File: src/rtl/camera_capture.sv
// camera_capture: byte-pair pixel capture from an RGB444 camera port.
// Writes assembled pixels into a frame buffer, one frame per vsync period.
module camera_capture #(
  parameter  int WIDTH = 12,
  parameter  int DEPTH = 76800,
  localparam int AW    = $clog2(DEPTH)
) (
  input  logic             clk_i,
  input  logic             rst_n_i,
  input  logic             enable_i,
  input  logic             vsync_i,
  input  logic             href_i,
  input  logic [7:0]       data_i,
  output logic             write_en_o,
  output logic [AW-1:0]    write_address_o,
  output logic [WIDTH-1:0] write_data_o,
  output logic             frame_done_o,
  output logic             overflow_o,
  output logic [7:0]       frame_count_o
);

  // pointer is one bit wider so it can sit at DEPTH
  localparam int PW = AW + 1;

  typedef enum logic [1:0] {
    IDLE,
    SYNC,
    ACTIVE
  } state_t;

  state_t           state_q, state_d;
  logic [PW-1:0]    ptr_q, ptr_d;
  logic             phase_q, phase_d;
  logic [3:0]       hi_q, hi_d;
  logic             we_q, we_d;
  logic [AW-1:0]    addr_q, addr_d;
  logic [WIDTH-1:0] data_q, data_d;
  logic             done_q, done_d;
  logic             ovf_q, ovf_d;
  logic [7:0]       cnt_q, cnt_d;

  // next-state, byte pairing and write strobe generation
  always_comb begin
    state_d = state_q;
    ptr_d   = ptr_q;
    phase_d = phase_q;
    hi_d    = hi_q;
    we_d    = 1'b0;
    addr_d  = addr_q;
    data_d  = data_q;
    done_d  = 1'b0;
    ovf_d   = ovf_q;
    cnt_d   = cnt_q;
    unique case (state_q)
      IDLE: begin
        if (enable_i && vsync_i) state_d = SYNC;
      end
      SYNC: begin
        if (!vsync_i) begin
          state_d = ACTIVE;
          ptr_d   = '0;
          phase_d = 1'b0;
        end
      end
      ACTIVE: begin
        if (vsync_i) begin
          // frame end beats any byte in flight
          done_d  = 1'b1;
          cnt_d   = cnt_q + 8'd1;
          phase_d = 1'b0;
          state_d = enable_i ? SYNC : IDLE;
        end else if (!href_i) begin
          phase_d = 1'b0;
        end else if (!phase_q) begin
          hi_d    = data_i[3:0];
          phase_d = 1'b1;
        end else begin
          phase_d = 1'b0;
          if (ptr_q == PW'(DEPTH)) begin
            ovf_d = 1'b1;
          end else begin
            we_d   = 1'b1;
            addr_d = ptr_q[AW-1:0];
            data_d = WIDTH'({hi_q, data_i});
            ptr_d  = ptr_q + 1'b1;
          end
        end
      end
      default: state_d = IDLE;
    endcase
  end

  // state and output registers
  always_ff @(posedge clk_i or negedge rst_n_i) begin
    if (!rst_n_i) begin
      state_q <= IDLE;
      ptr_q   <= '0;
      phase_q <= 1'b0;
      hi_q    <= '0;
      we_q    <= 1'b0;
      addr_q  <= '0;
      data_q  <= '0;
      done_q  <= 1'b0;
      ovf_q   <= 1'b0;
      cnt_q   <= '0;
    end else begin
      state_q <= state_d;
      ptr_q   <= ptr_d;
      phase_q <= phase_d;
      hi_q    <= hi_d;
      we_q    <= we_d;
      addr_q  <= addr_d;
      data_q  <= data_d;
      done_q  <= done_d;
      ovf_q   <= ovf_d;
      cnt_q   <= cnt_d;
    end
  end

  assign write_en_o      = we_q;
  assign write_address_o = addr_q;
  assign write_data_o    = data_q;
  assign frame_done_o    = done_q;
  assign overflow_o      = ovf_q;
  assign frame_count_o   = cnt_q;

endmodule
File: config.mk
export PLATFORM = sky130hd
export DESIGN_NAME = camera_capture
export DESIGN_NICKNAME = d
export VERILOG_FILES = /design/src/rtl/camera_capture.sv
export SDC_FILE = /design/constraint.sdc
export NUM_CORES = 1
export LEC_CHECK = 0
export CORE_ASPECT_RATIO = 1.25
export CORE_MARGIN = 2
export CORE_UTILIZATION = 30
export DETAILED_ROUTE_END_ITERATION = 16
export SLEW_MARGIN = 15
export SYNTH_ARGS = -nofsm -noshare
export SYNTH_HDL_FRONTEND = slang
export SYNTH_SLANG_ARGS = --single-unit
export TNS_END_PERCENT = 20
File: constraint.sdc
create_clock -name clk_i -period 5.5 [get_ports clk_i]
set_clock_uncertainty 0.05 [all_clocks]
set_input_delay 1.1 -clock clk_i [delete_from_list [all_inputs] [get_ports clk_i]]
set_output_delay 1.1 -clock clk_i [all_outputs]
set_load 0.05 [all_outputs]
After elaboration in Yosys (flattened, before gate mapping)
Index checks and enable logic that the tools add are counted.
{ "word_totals": {"reg_bits": 65, "in_bits": 13, "out_inout_bits": 40} }
{ "op_classes": {"addsub": 2, "n_eq_ne": 10, "mux": 23, "bitwise_logic": 3, "reduce_logical": 10} }
{ "ops": {"columns": ["operator", "n"], "rows": [
  ["18-bit 2-to-1 mux", 5],
  ["18-bit one-hot mux with 2 select lines", 1],
  ["18-bit by 1-bit adder with 18-bit output, second input constant", 1],
  ["18-bit by 17-bit equality test with 1-bit output, second input constant", 1],
  ["2-bit != test, second input constant", 7],
  ["1-bit 2-to-1 mux", 12],
  ["5-bit AND reduction", 2],
  ["8-bit by 1-bit adder with 8-bit output, second input constant", 1],
  ["2-bit 2-to-1 mux", 3],
  ["2-bit one-hot mux with 3 select lines", 1],
  ["6-bit AND reduction", 1],
  ["2-bit AND reduction", 2],
  ["4-bit AND reduction", 1],
  ["1-bit inverter", 3],
  ["3-bit AND reduction", 1],
  ["2-bit by 1-bit equality test with 1-bit output, second input constant", 1],
  ["2-bit equality test, second input constant", 1],
  ["2-bit logical NOT", 1],
  ["1-bit one-hot mux with 2 select lines", 1],
  ["2-bit nonzero test", 1],
  ["1-bit logical AND", 1]
]} }

Depth between registers and ports, before layout
Gate-level depths: netlist of the first run.
{ "logic_depth": {"word_depth": 6, "depth_mapped": 9} }

Worst setup path before layout of the first run
No wires, ideal clock.
{ "synth_timing": {"kind": "input-to-reg", "from": "input port vsync_i", "to": "register ptr_q[10]", "setup_time_ns": 0.133, "t_arrival_ns": 2.303, "t_required_ns": 5.317, "setup_slack_ns": 3.014, "stages": 6, "n_path_buf": 1, "cell_sequence": "or3b_1 and4_1 a22o_1 buf_4 o21ai_0 o21ai_0"} }
{ "synth_via": {"elab_chain_len": 2} }
{ "synth_rtl": {"columns": ["element", "line", "source"], "rows": [
  ["start: declaration", "11", "input logic vsync_i,"],
  ["2-bit != test (no source line)", null, null],
  ["6-bit AND reduction (no source line) (*)", null, null],
  ["end signal: assignment", "108", "ptr_q <= ptr_d;"],
  ["end: declaration", "32", "logic [PW-1:0] ptr_q, ptr_d;"]
]} }
Mark *: on every way between the ends. The rest lies on a longest branch, timed or not.
A chain may end at the register's enable or synchronous reset.

Worst setup path after layout of the first run
{ "layout_timing": {"from": "input port vsync_i", "to": "register ptr_q[15]"} }
Same word-level chain as after synthesis.

==> impl_metrics.toml, run 1 <==
[timing]
max_slew.worst_pin.slew_ns = 0.8034
final-setup-viol-count = 0
finalHoldViolCount = 0
unrepaired_setup_endpoints_after_global_routing = "false"
fin_hold_ws_ns = 0.4134
setup_tns_ns = 0
timing.final.max_slew_violations = 0
clock.fmax_mhz = 293.5
final_period_minus_worst_setup_slack_ns = 3.407
worst_slew_margin_rel_pct = 46.44
post-route-period-util_pct = 61.95

[clock_network]
root_buffer = "clkbuf_16"
ctsLongestPathBuffers = 2
cts_sinks = 65
cts_buffers = 9
clkSlewWorstSetupHoldPaths_ns = 0.05
post-cts-setup-buffer-count = 0
cts_tree = "done"
h-tree-depth = 3
clkLatencyLatePin_ns = 0.33
post_cts_resize_count = 0
count_of_hold_fix_buffers_inserted_at_cts = 0

[die]
core_um2 = 9223
floorplan.rows = 39
die_height_um = 113.2
pin_count = 53
fp.dieArea_um2 = 10340
initial_cell_density_of_the_core_pct = 31.04
die_width_um = 91.37

[finish]
area_growth_syn_to_layout_pct = 32.69
nFillCells = 913
layout.nets = 364
antenna-diode-count = 0
layout_commonest_cell = "nand2_1"
most_frequent_cells_in_the_layout = "nand2_1, dfrtp_1, clkdlybuf4s50_1"
post_route_cells_drive_above_1_share_pct = 8.499

[grt]
grt.met3_usage_pct = 4.727
grt_first_pass_wirelength_mm = 10.70
groute.layer.met1.usage_pct = 16.77
globalRoute.busiestLayer = "met2"
grtUsageMet2_pct = 20.54
total_grt_usage_pct = 12.99
first_global_vias = 2203
grt_remaining_overflow = 0
antenna_violations_before_repair = 0
pin_count_of_the_biggest_net_entering_global_routing = 66

[pwr]
power.share.clock_pct = 44.3
vdd.ir_drop.worst_uv = 196.1
switching_share_pct = 27.85
power.sequential.fraction_pct = 39.6
cellPowerDensity_nw_per_um2 = 369.1
intPower_mw = 1.012
power_frac_comb_pct = 16.1
leakage_nw = 1.713
power.switching_mw = 0.3906

[worst_setup_path]
setup.worst_path.start = "vsync_i"
startpoint_types = "input pin"
critical_path_arrival_ns = 3.60
crit_path_max_fanout = 44
r2r_path_start = "ptr_q[0]$_DFFE_PN0P_"
worstPathRequired_ns = 5.70
kind_of_critical_path = "in -> reg"
worstSetupEndpointType = "register"

[logic_synthesis]
syn-num-nets = 312
netlist_area_um2 = 2863
yosysSeqAreaShare_pct = 56.82
synth_cell_types = 43
syn_area_per_cell_um2 = 9.671
synth_edf_count = 0
synthFlopType = "dfrtp_1"
synth_async_sr_flop_share_pct = 100.0
synthCells = 296
synth_seq_cells = 65
total_number_of_yosys_warnings = 0

[placement]
io_buffer_count = 52
dp_hpwl_mm = 4.144
gp_routability_congestion = 0.7541

[min_path]
startpoint_of_the_lowest_slack_hold_path = "overflow_o$_DFFE_PN0P_"
hold_path_class = "reg -> reg"

[drt]
totalWireLength_mm = 6.322
drt_first_iter_violations = 197
vias_per_cell = 4.767
antenna_left = 0
detail_route.first_pass.iterations = 6
total_via_count_in_the_routed_design = 2269
drcViolationCount = 0
routedWlPerCell_um = 13.28

[run]
cap_violations = 0

[status]
status = "finished, final reports clean"
Yosys cell counts (all sizes together), types with 2 or more instances:
cell type	instances	share of area [%]
nand2	101	13
dfrtp	65	57
o21ai	23	4.0
nor2	11	1.4
nand3	10	1.7
a31oi	9	2.0
buf	9	2.1
inv	7	0.92
and3	6	1.3
xnor2	6	1.8
mux2	5	2.0
nand4	4	0.87
a21oi	3	0.52
clkbuf	3	0.39
ha	3	1.3
nand2b	3	0.66
nor3	3	0.92
o31ai	3	0.79
and4	2	0.61
nor2b	2	0.44
worst max-delay path: stages:
cell	delay [ns]
clkdlybuf4s50_1	0.47
nor4bb_1	0.49
nand2_1	0.16
a21o_4	0.35
inv_2	0.61
a41oi_1	0.23
a31oi_1	0.18
area by class of cell:
type	instances	area (µm²)	share of cell area, %
Timing Repair Buffer	53	523.0	13.77
Tap cell	123	153.9	4.051
Inverter	7	26.28	0.6917
Clock buffer	10	239.0	6.291
Sequential cell	65	1627	42.82
Multi-Input combinational cell	212	1139	29.97
Clock inverter	6	91.34	2.404
metrics by stage:
step | power [mW] | cells | setup WS, ns | cell area, µm² | util, %
after global routing | 1.453 | 476 | 1.846 | 3799 | 41.19
after floorplan | 0.7014 | 296 | 3.014 | 2863 | -
after detailed placement | 0.7919 | 460 | 1.770 | 3468 | 37.61
after global placement | 0.7893 | 460 | 1.873 | 3468 | 37.61
after CTS | 1.416 | 476 | 2.098 | 3799 | 41.19
final | 1.402 | 476 | 2.093 | 3799 | 41.19
flip-flops by register name, summed over array words and instances (netlist names):
register / count
ptr_q: 18
write_en_o: 1
write_address_o: 17
overflow_o: 1
hi_q: 4
frame_count_o: 8
frame_done_o: 1
state_q: 2
write_data_o: 12
phase_q: 1
cell families after synthesis:
| logic type | Yosys count | synth area share [%] |
|---|---|---|
| buffers and inverters | 19 | 3.409 |
| adder cells (fa/ha/maj) | 3 | 1.311 |
| flip-flops | 65 | 56.82 |
| multiplexers | 5 | 1.967 |
| AO/OA/AOI/OAI | 47 | 10.49 |
| XOR/XNOR | 7 | 2.142 |
| AND/OR/NAND/NOR | 150 | 23.86 |
layer usage:
metal | up-vias | share of wire [%]
met3 | 8 | 4.6
met1 | 1099 | 46
li1 | 1111 | -
met2 | 51 | 48
met5 | - | 0
met4 | 0 | 1.2
path summary, 6_finish.rpt:
kind	slack, ns	to	depth (start not counted)
hold / removal	0.41	overflow_o$_DFFE_PN0P_	1
setup reg to reg	2.66	ptr_q[12]$_DFFE_PN0P_	8
max in group asynchronous	3.97	ptr_q[10]$_DFFE_PN0P_	2
setup / recovery	2.09	ptr_q[15]$_DFFE_PN0P_	7
min in group asynchronous	0.90	ptr_q[7]$_DFFE_PN0P_	2
hold reg to reg	0.41	overflow_o$_DFFE_PN0P_	1
power by group through the flow:
stage	combinational [mW]	clock [mW]	sequential, mW
final	0.226	0.621	0.555
after global routing	0.241	0.648	0.564
after CTS	0.229	0.631	0.556
after detailed placement	0.228	0	0.564
after global placement	0.226	0	0.563
after floorplan	0.0524	0	0.649
(Power assumes the default switching activity.)
==> inputs of run 2 (changes only) <==
==> constraint.sdc (replaced) <==
create_clock -name clk_i -period 2.85 [get_ports clk_i]
set_clock_uncertainty 0.05 [all_clocks]
set_input_delay 0.57 -clock clk_i [delete_from_list [all_inputs] [get_ports clk_i]]
set_output_delay 0.57 -clock clk_i [all_outputs]
set_load 0.05 [all_outputs]
==> run 2 against run 1 <==
Register-to-register slack got worse by 2.2 ns. Die area did not move. Worst hold slack worse by 0.063 ns. Combinational power up 93%. Sequential share of layout area decreased by 0.24 points. Core utilization up 0.23 points. Via count shrank 0.57%. Worst setup slack got worse by 1.7 ns. Largest cell class unchanged. Highest routed layer unchanged.
==> impl_metrics.toml, run 2 (synthesized netlist as in run 1, its figures left out) <==
[placement]
io_buffer_count = 52
dp_hpwl_mm = 4.341
gp_routability_congestion = 0.8034
detailedPlace.worstSlack_ns = 0.1766

[die]
pin_count = 53
die_width_um = 91.37
floorplan.rows = 39
die_height_um = 113.2
initial_cell_density_of_the_core_pct = 31.04
core_um2 = 9223
fp.dieArea_um2 = 10340

[timing]
finalWorstSetupSlack_ns = 0.4115
setup_tns_ns = 0
worst_slew_margin_rel_pct = 45.21
clock.fmax_mhz = 410.1
fin_hold_ws_ns = 0.3500
post-route-period-util_pct = 85.56
final-setup-viol-count = 0
finalHoldViolCount = 0
timing.final.max_slew_violations = 0
max_slew.worst_pin.slew_ns = 0.8219
unrepaired_setup_endpoints_after_global_routing = "false"
final_period_minus_worst_setup_slack_ns = 2.438

[min_path]
hold_path_class = "in -> async"

[finish]
top_register = "ptr_q"
layout.nets = 370
area_growth_syn_to_layout_pct = 33.44
antenna-diode-count = 0
max_ffs_per_register = 18
most_frequent_cells_in_the_layout = "nand2_1, dfrtp_1, clkdlybuf4s50_1"
layout_commonest_cell = "nand2_1"
post_route_cells_drive_above_1_share_pct = 10.03

[worst_setup_path]
kind_of_critical_path = "reg -> reg"
critical_path.top_delay_family = "simple AND/OR/NAND/NOR gates"
crit_buf_inv = 4
timing.critical_path.cells = "inv_1, ha_1, or4bb_1, nor3_4, a21o_4, inv_2, buf_4, buf_4, nand2_1, nand2_1"
max_stage_delay_ns = 0.52
worstPathRequired_ns = 3.02
worstSetupEndpointType = "register"
crit_path_max_fanout = 16
critical_path_arrival_ns = 2.60
startpoint_types = "register"
cp_slowest_cell = "or4bb_1"

[pwr]
cellPowerDensity_nw_per_um2 = 682.9
leakage_nw = 1.738
vdd.ir_drop.worst_uv = 307.9

[run]
cap_violations = 0

[clock_network]
count_of_hold_fix_buffers_inserted_at_cts = 0
cts_tree = "done"
post_cts_resize_count = 0
cts_sinks = 65
cts_buffers = 9
post-cts-setup-buffer-count = 0
ctsLongestPathBuffers = 2
h-tree-depth = 3
clkSlewWorstSetupHoldPaths_ns = 0.05
clkLatencyLatePin_ns = 0.33
root_buffer = "clkbuf_16"

[grt]
first_global_vias = 2247
total_grt_usage_pct = 12.86
pin_count_of_the_biggest_net_entering_global_routing = 66
antenna_violations_before_repair = 0
grt_first_pass_wirelength_mm = 10.67
grt_remaining_overflow = 0

[drt]
totalWireLength_mm = 6.256
vias_per_cell = 4.680
antenna_left = 0
drcViolationCount = 0
total_via_count_in_the_routed_design = 2256
detail_route.first_pass.iterations = 4
drt_first_iter_violations = 96
routedWlPerCell_um = 12.98

[status]
status = "finished, final reports clean"
-- run 2: cell count changes in the layout (fill, tap and decap cells not counted) --
cell	previous run	this run
clkinv_2	0	1
clkinvlp_4	3	2
bufinv_16	2	1
buf_4	1	7
clkinv_4	1	2
-- run 2: final timing paths --
kind	startpoint	end	slack [ns]	cells past startpoint
setup reg to reg	ptr_q[0]$_DFFE_PN0P_	write_address_o[11]$_DFFE_PN0P_	0.41	10
max in group asynchronous	rst_n_i	write_en_o$_DFF_PN0_	1.83	2
setup / recovery	ptr_q[0]$_DFFE_PN0P_	write_address_o[11]$_DFFE_PN0P_	0.41	10
hold reg to reg	hi_q[1]$_DFFE_PN0P_	write_data_o[9]$_DFFE_PN0P_	0.42	2
hold / removal	rst_n_i	write_address_o[9]$_DFFE_PN0P_	0.35	2
min in group clk_i	hi_q[1]$_DFFE_PN0P_	write_data_o[9]$_DFFE_PN0P_	0.42	2
-- run 2: where the power goes --
part	switching, mW	total, mW	internal, mW
clock network	0.401	1.10	0.701
registers	0.0669	1.07	1.00
logic	0.276	0.436	0.160
total	0.744	2.61	1.86
-- run 2: final cells by class --
| cell class | count | area [µm²] |
|---|---|---|
| fillers | 911 | 5403 |
| flip-flops and latches | 65 | 1627 |
| multi-input cells | 212 | 1139 |
| repair buffers | 59 | 568.0 |
| clock buffers | 10 | 239.0 |
| well taps | 123 | 153.9 |
| clock inverters | 6 | 67.56 |
| inverters | 7 | 26.28 |
-- run 2: worst register-to-register path: cells and delay by family, from the launching register on --
family | cells | cell delay, ns
AO/OA/AOI/OAI | 1 | 0.26
AND/OR/NAND/NOR | 4 | 0.82
buffers and inverters | 4 | 0.60
adder cells (fa/ha/maj) | 1 | 0.16
flip-flops | 1 | 0.42
-- run 2: per-layer routing --
layer,track usage [%],wire length [µm],vias to the layer above
met4,4.848,102,0
met1,16.68,2979,1093
met5,0,0,-
met3,3.262,195,8
li1,-,-,1115
met2,20.79,2979,40
-- run 2: metrics by stage --
step | utilization (%) | total power, mW | std cells | area [µm²]
floorplan | - | 1.354 | 296 | 2863
global placement | 38.10 | 1.519 | 466 | 3513
detailed placement | 38.10 | 1.528 | 466 | 3513
CTS | 41.42 | 2.634 | 482 | 3820
global route | 41.42 | 2.712 | 482 | 3820
finish | 41.42 | 2.609 | 482 | 3820
